<file path="src/rtl/dbus_pair_arbiter.sv">
// Serialises the two Memory-stage dbus slots onto one downstream port, slot 1 first,
// and answers both slots together in a single RESP cycle so the pair retires atomically.
package dbus_pair_arbiter_pkg;

   typedef struct packed {
      logic        valid;
      logic [31:0] addr;
      logic [2:0]  size;
      logic [3:0]  strobe;
      logic [31:0] data;
   } dbus_req_t;

   typedef struct packed {
      logic        addr_ok;
      logic        data_ok;
      logic [31:0] data;
   } dbus_resp_t;

endpackage

module dbus_pair_arbiter
   import dbus_pair_arbiter_pkg::*;
#(
   parameter int unsigned TIMEOUT_CYCLES = 0
) (
   input  logic       clk,
   input  logic       reset,
   input  dbus_req_t  s1_req,
   output dbus_resp_t s1_resp,
   input  dbus_req_t  s2_req,
   output dbus_resp_t s2_resp,
   output dbus_req_t  m_req,
   input  dbus_resp_t m_resp,
   output logic       busy,
   output logic       timeout
);

   typedef enum logic [1:0] {IDLE, SERV1, SERV2, RESP} state_t;

   state_t      state;
   state_t      state_next;
   dbus_req_t   req1;
   dbus_req_t   req2;
   logic        served1;
   logic        served2;
   logic [31:0] rdata1;
   logic [31:0] rdata2;
   logic [15:0] wd;
   logic [16:0] wd_inc;
   logic        timeout_q;
   logic        in_serv;
   logic        unused_addr_ok;

   // addr_ok carries no information here: a slot is finished only by data_ok
   assign unused_addr_ok = m_resp.addr_ok;

   assign in_serv = (state == SERV1) || (state == SERV2);
   assign wd_inc  = {1'b0, wd} + 17'd1;
   assign busy    = (state != IDLE);
   assign timeout = timeout_q;

   always_comb begin
      state_next = state;
      case (state)
         IDLE: begin
            if (s1_req.valid)      state_next = SERV1;
            else if (s2_req.valid) state_next = SERV2;
         end
         SERV1: if (m_resp.data_ok) state_next = served2 ? SERV2 : RESP;
         SERV2: if (m_resp.data_ok) state_next = RESP;
         RESP:  state_next = IDLE;
         default: state_next = IDLE;
      endcase
   end

   always_comb begin
      m_req   = '0;
      s1_resp = '0;
      s2_resp = '0;
      case (state)
         SERV1: begin
            m_req       = req1;
            m_req.valid = 1'b1;
         end
         SERV2: begin
            m_req       = req2;
            m_req.valid = 1'b1;
         end
         RESP: begin
            s1_resp.addr_ok = served1;
            s1_resp.data_ok = served1;
            s1_resp.data    = rdata1;
            s2_resp.addr_ok = served2;
            s2_resp.data_ok = served2;
            s2_resp.data    = rdata2;
         end
         default: ;
      endcase
   end

   // Requests are snapshotted in IDLE so later upstream changes cannot disturb an access
   always_ff @(posedge clk) begin
      if (reset) begin
         state   <= IDLE;
         req1    <= '0;
         req2    <= '0;
         served1 <= 1'b0;
         served2 <= 1'b0;
         rdata1  <= '0;
         rdata2  <= '0;
      end else begin
         state <= state_next;
         if (state == IDLE) begin
            req1    <= s1_req;
            req2    <= s2_req;
            served1 <= s1_req.valid;
            served2 <= s2_req.valid;
         end
         if ((state == SERV1) && m_resp.data_ok) rdata1 <= m_resp.data;
         if ((state == SERV2) && m_resp.data_ok) rdata2 <= m_resp.data;
      end
   end

   // wd sits at zero outside SERV states, which doubles as the clear on SERV entry
   always_ff @(posedge clk) begin
      if (reset) begin
         wd        <= '0;
         timeout_q <= 1'b0;
      end else begin
         if (!in_serv || m_resp.data_ok) wd <= '0;
         else if (wd != 16'hFFFF)        wd <= wd_inc[15:0];
         if ((TIMEOUT_CYCLES != 0) && in_serv && !m_resp.data_ok &&
             (wd_inc == TIMEOUT_CYCLES[16:0]))
            timeout_q <= 1'b1;
      end
   end

endmodule
</file>
<file path="config.mk">
export PLATFORM = sky130hd
export DESIGN_NAME = dbus_pair_arbiter
export DESIGN_NICKNAME = d
export VERILOG_FILES = /design/src/rtl/dbus_pair_arbiter.sv
export SDC_FILE = /design/constraint.sdc
export NUM_CORES = 1
export LEC_CHECK = 0
export CAP_MARGIN = 40
export CORE_MARGIN = 2
export CORE_UTILIZATION = 49
export DETAILED_ROUTE_END_ITERATION = 8
export HOLD_SLACK_MARGIN = 0.08
export MAX_ROUTING_LAYER = met4
export PLACE_DENSITY = 0.93
export SYNTH_ARGS = -nofsm -noshare
export SYNTH_HDL_FRONTEND = slang
export SYNTH_SLANG_ARGS = --single-unit
</file>
<file path="constraint.sdc">
create_clock -name clk -period 3.06 [get_ports clk]
set_clock_uncertainty 0.2 [all_clocks]
set_input_delay 0.612 -clock clk [delete_from_list [all_inputs] [get_ports clk]]
set_output_delay 0.612 -clock clk [all_outputs]
set_load 0.05 [all_outputs]
</file>
==> results_dict.tcl <==
set metrics [dict create \
    status "complete, no violations" \
    cp_max_fo 49 \
    sequentialPowerShare 0.303 \
    wl_per_cell_um 20.24 \
    grt_max_degree 145 \
    ys_types 21 \
    worst_ep_arrival_time_ns 2.18 \
    tightest_slew_ns 1.098 \
    yosysSeqAreaShare 0.4658 \
    die_area_um2 19520 \
    start_util 0.5008 \
    power_density_nw_per_um2 844.3 \
    detailed_place_hpwl_um 20300 \
    grt_pass1_wl_um 47780 \
    grt_pass1_vias 8853 \
    antenna_left 0 \
    leakage_nw 6.008 \
    syn_avg_cell_area_um2 8.919 \
    fmax_mhz 333.8 \
    clk_latency_ns 0.51 \
    drc_errors 0 \
    ctsRootBufferMaster "clkbuf_16" \
    gp_congestion 0.8507 \
    numPortBuffers 319 \
    clock_power_share 0.244 \
    p_int_mw 7.715 \
    nNetsFinal 1476 \
    first_pass_iters 7 \
    period_minus_slack_ns 2.996 \
    synth.cell_area_um2 9026 \
    drt-initial-drc-count 516 \
    path_clk_slew_ns 0.06 \
    yosysWarnings 0 \
    crit_buf_inv 3 \
    switchingPower_mw 4.558 \
    cts_buffer_depth 3 \
    finalHoldViolCount 0 \
    worstPathCellList "inv_1 > ha_2 > buf_12 > a22oi_1 > nor2b_1 > buf_12" \
    cts_hold_buf 0 \
    timing.critical_path.to_type "output port" \
    grt_use_total 0.3141 \
    numCtsBuffers 23 \
    ys_top_cells_by_area "dfxtp_1 (47%), mux2i_1 (16%), nor2_1 (6.1%), a22oi_1 (5.9%), nand2_1 (5.5%)" \
    hp-class "flip-flop to flip-flop" \
    peakVddDrop_v 0.001177 \
    cap_violations 0 \
    antenna_found_initial 2 \
    netlist.area_leader.share 0.4658 \
    synth_cells 1012 \
    grt.overflow.total 0 \
    finalWorstSetupSlack_ns 0.06414 \
    path_common_cell "buf_12" \
    critPathRequiredTime_ns 2.25 \
    io_pins 322 \
    whs_ns 0.2483 \
    areaGrowthSynthToFinish_pct 61.05 \
    critPathKind "flip-flop to output port" \
    rsz0062_at_grt "yes" \
    slew_headroom 0.2683 \
    setup_viol 0 \
    slowest_stage "dfxtp_1" \
    switching_share 0.3714 \
    wirelength_um 31110 \
    syn_nets 1198 \
    cp_top_family "buffers and inverters" \
    power_frac_comb 0.453 \
    fp.dieH_um 139.7 \
    num_rows 49 \
    pre_cts_slack_ns 0.4859 \
    die_x_um 139.7 \
    ys_seq_elements 210 \
    core_area_um2 18020 \
    routed-via-count 8419 \
    synth_area_leader_cell "dfxtp_1" \
    cts_sinks 210 \
    drv_slew 0 \
    fillers 946 \
    crit_path_max_incr_delay_ns 0.34 \
    drive_gt1_frac 0.1600 \
    post-route-period-util 0.9790 \
    ctsHtreeMaxLevel 1 \
    viasPerCell 5.478 \
    start_kind "flip-flop" \
    cts_tree "built" \
]
[state kept, by name, summed over array words and instances (netlist names)]
register,cells
rdata1,32
served2,1
req1,71
served1,1
req2,71
state,2
rdata2,32
[worst reg2reg max path, cell delays in order, from the launching register on]
cell	delay (ns)
dfxtp_1	0.34
inv_1	0.18
ha_4	0.19
buf_12	0.63
mux2i_1	0.65
nor2_1	0.10
[layout make-up]
type                            count  area, um^2  share of cell area
Tap cell                          229       286.5             0.01971
Antenna cell                        2       5.005           0.0003443
Clock buffer                       31       665.6             0.04579
Timing Repair Buffer              340        4827              0.3321
Multi-Input combinational cell    711        4380              0.3013
Inverter                            4       15.01            0.001033
Clock inverter                     10       152.6             0.01050
Sequential cell                   210        4204              0.2892
[layer usage]
layer / track usage / up-vias / share of wire
met3: 0.08637 / 100 / 0.090
met5: - / - / 0
met1: 0.3309 / 3988 / 0.35
met2: 0.5484 / 425 / 0.51
li1: - / 3906 / -
met4: 0.1411 / 0 / 0.045
[synth_stat cells]
cell type  instances
and2_1            68
a211o_1            1
buf_6              7
conb_1             1
buf_2             22
a22oi_1           71
nor2_1           146
mux2i_1          146
ha_1               6
buf_1              2
clkbuf_1          44
nand2b_1           1
a21oi_1           64
nand2_1          132
inv_2              1
o32ai_2            1
dfxtp_1          210
buf_4             12
o21ai_0            1
nor2b_1           73
inv_1              3
[per-stage QoR]
stage | cells | setup TNS (ns) | total power, mW | utilization | instance area [um^2]
after floorplan | 1012 | 0 | 7.380 | - | 9026
after global placement | 1490 | 0 | 8.851 | 0.7581 | 13660
after detailed placement | 1490 | 0 | 9.070 | 0.7581 | 13660
after CTS | 1532 | 0 | 12.20 | 0.8043 | 14500
after global routing | 1537 | -0.002727 | 12.76 | 0.8065 | 14540
final | 1537 | 0 | 12.27 | 0.8065 | 14540
[kinds of logic after synthesis]
| family | after synthesis | share of synthesized area |
|---|---|---|
| compound gates | 138 | 0.09787 |
| simple gates | 420 | 0.2140 |
| flops | 210 | 0.4658 |
| other cells | 1 | 0.0004155 |
| mux | 146 | 0.1619 |
| fa+ha+maj | 6 | 0.008317 |
| buf+inv | 91 | 0.05171 |
[power by group through the flow]
stage | registers, mW | clock network, mW | logic [mW]
after floorplan | 3.61 | 0 | 3.77
after global placement | 3.67 | 0 | 5.18
after detailed placement | 3.73 | 0 | 5.34
after CTS | 3.70 | 3.03 | 5.47
after global routing | 3.76 | 3.14 | 5.87
final | 3.71 | 2.99 | 5.57
[worst paths after layout]
path              startpoint        end  slack (ns)  cells after the start
setup / recovery    state[0]  m_req[35]        0.06                      6
hold / removal     rdata2[3]  rdata2[3]        0.25                      2
setup reg to reg    state[0]   req2[44]        0.68                      5
hold reg to reg    rdata2[3]  rdata2[3]        0.25                      2
[timing repair]
action	4_1_cts	5_1_grt
resized for setup	1	4
pin swaps	1	1
buffers inserted	1	3
setup endpoints to repair	15	30
[layout by cell type, fill, tap and decap left out, types with 3 or more instances in the layout]
| cell | n |
|---|---|
| dfxtp_1 | 210 |
| clkdlybuf4s50_1 | 178 |
| mux2i_1 | 146 |
| nor2_1 | 146 |
| buf_12 | 145 |
| nand2_1 | 132 |
| a22oi_1 | 71 |
| nor2b_1 | 70 |
| and2_1 | 68 |
| a21oi_1 | 64 |
| clkbuf_16 | 23 |
| buf_4 | 14 |
| clkbuf_8 | 6 |
| clkinv_2 | 5 |
| bufinv_16 | 4 |
| inv_1 | 3 |
| nor2b_2 | 3 |
| ha_1 | 3 |
No activity file was read; power rests on OpenSTA's default activity.
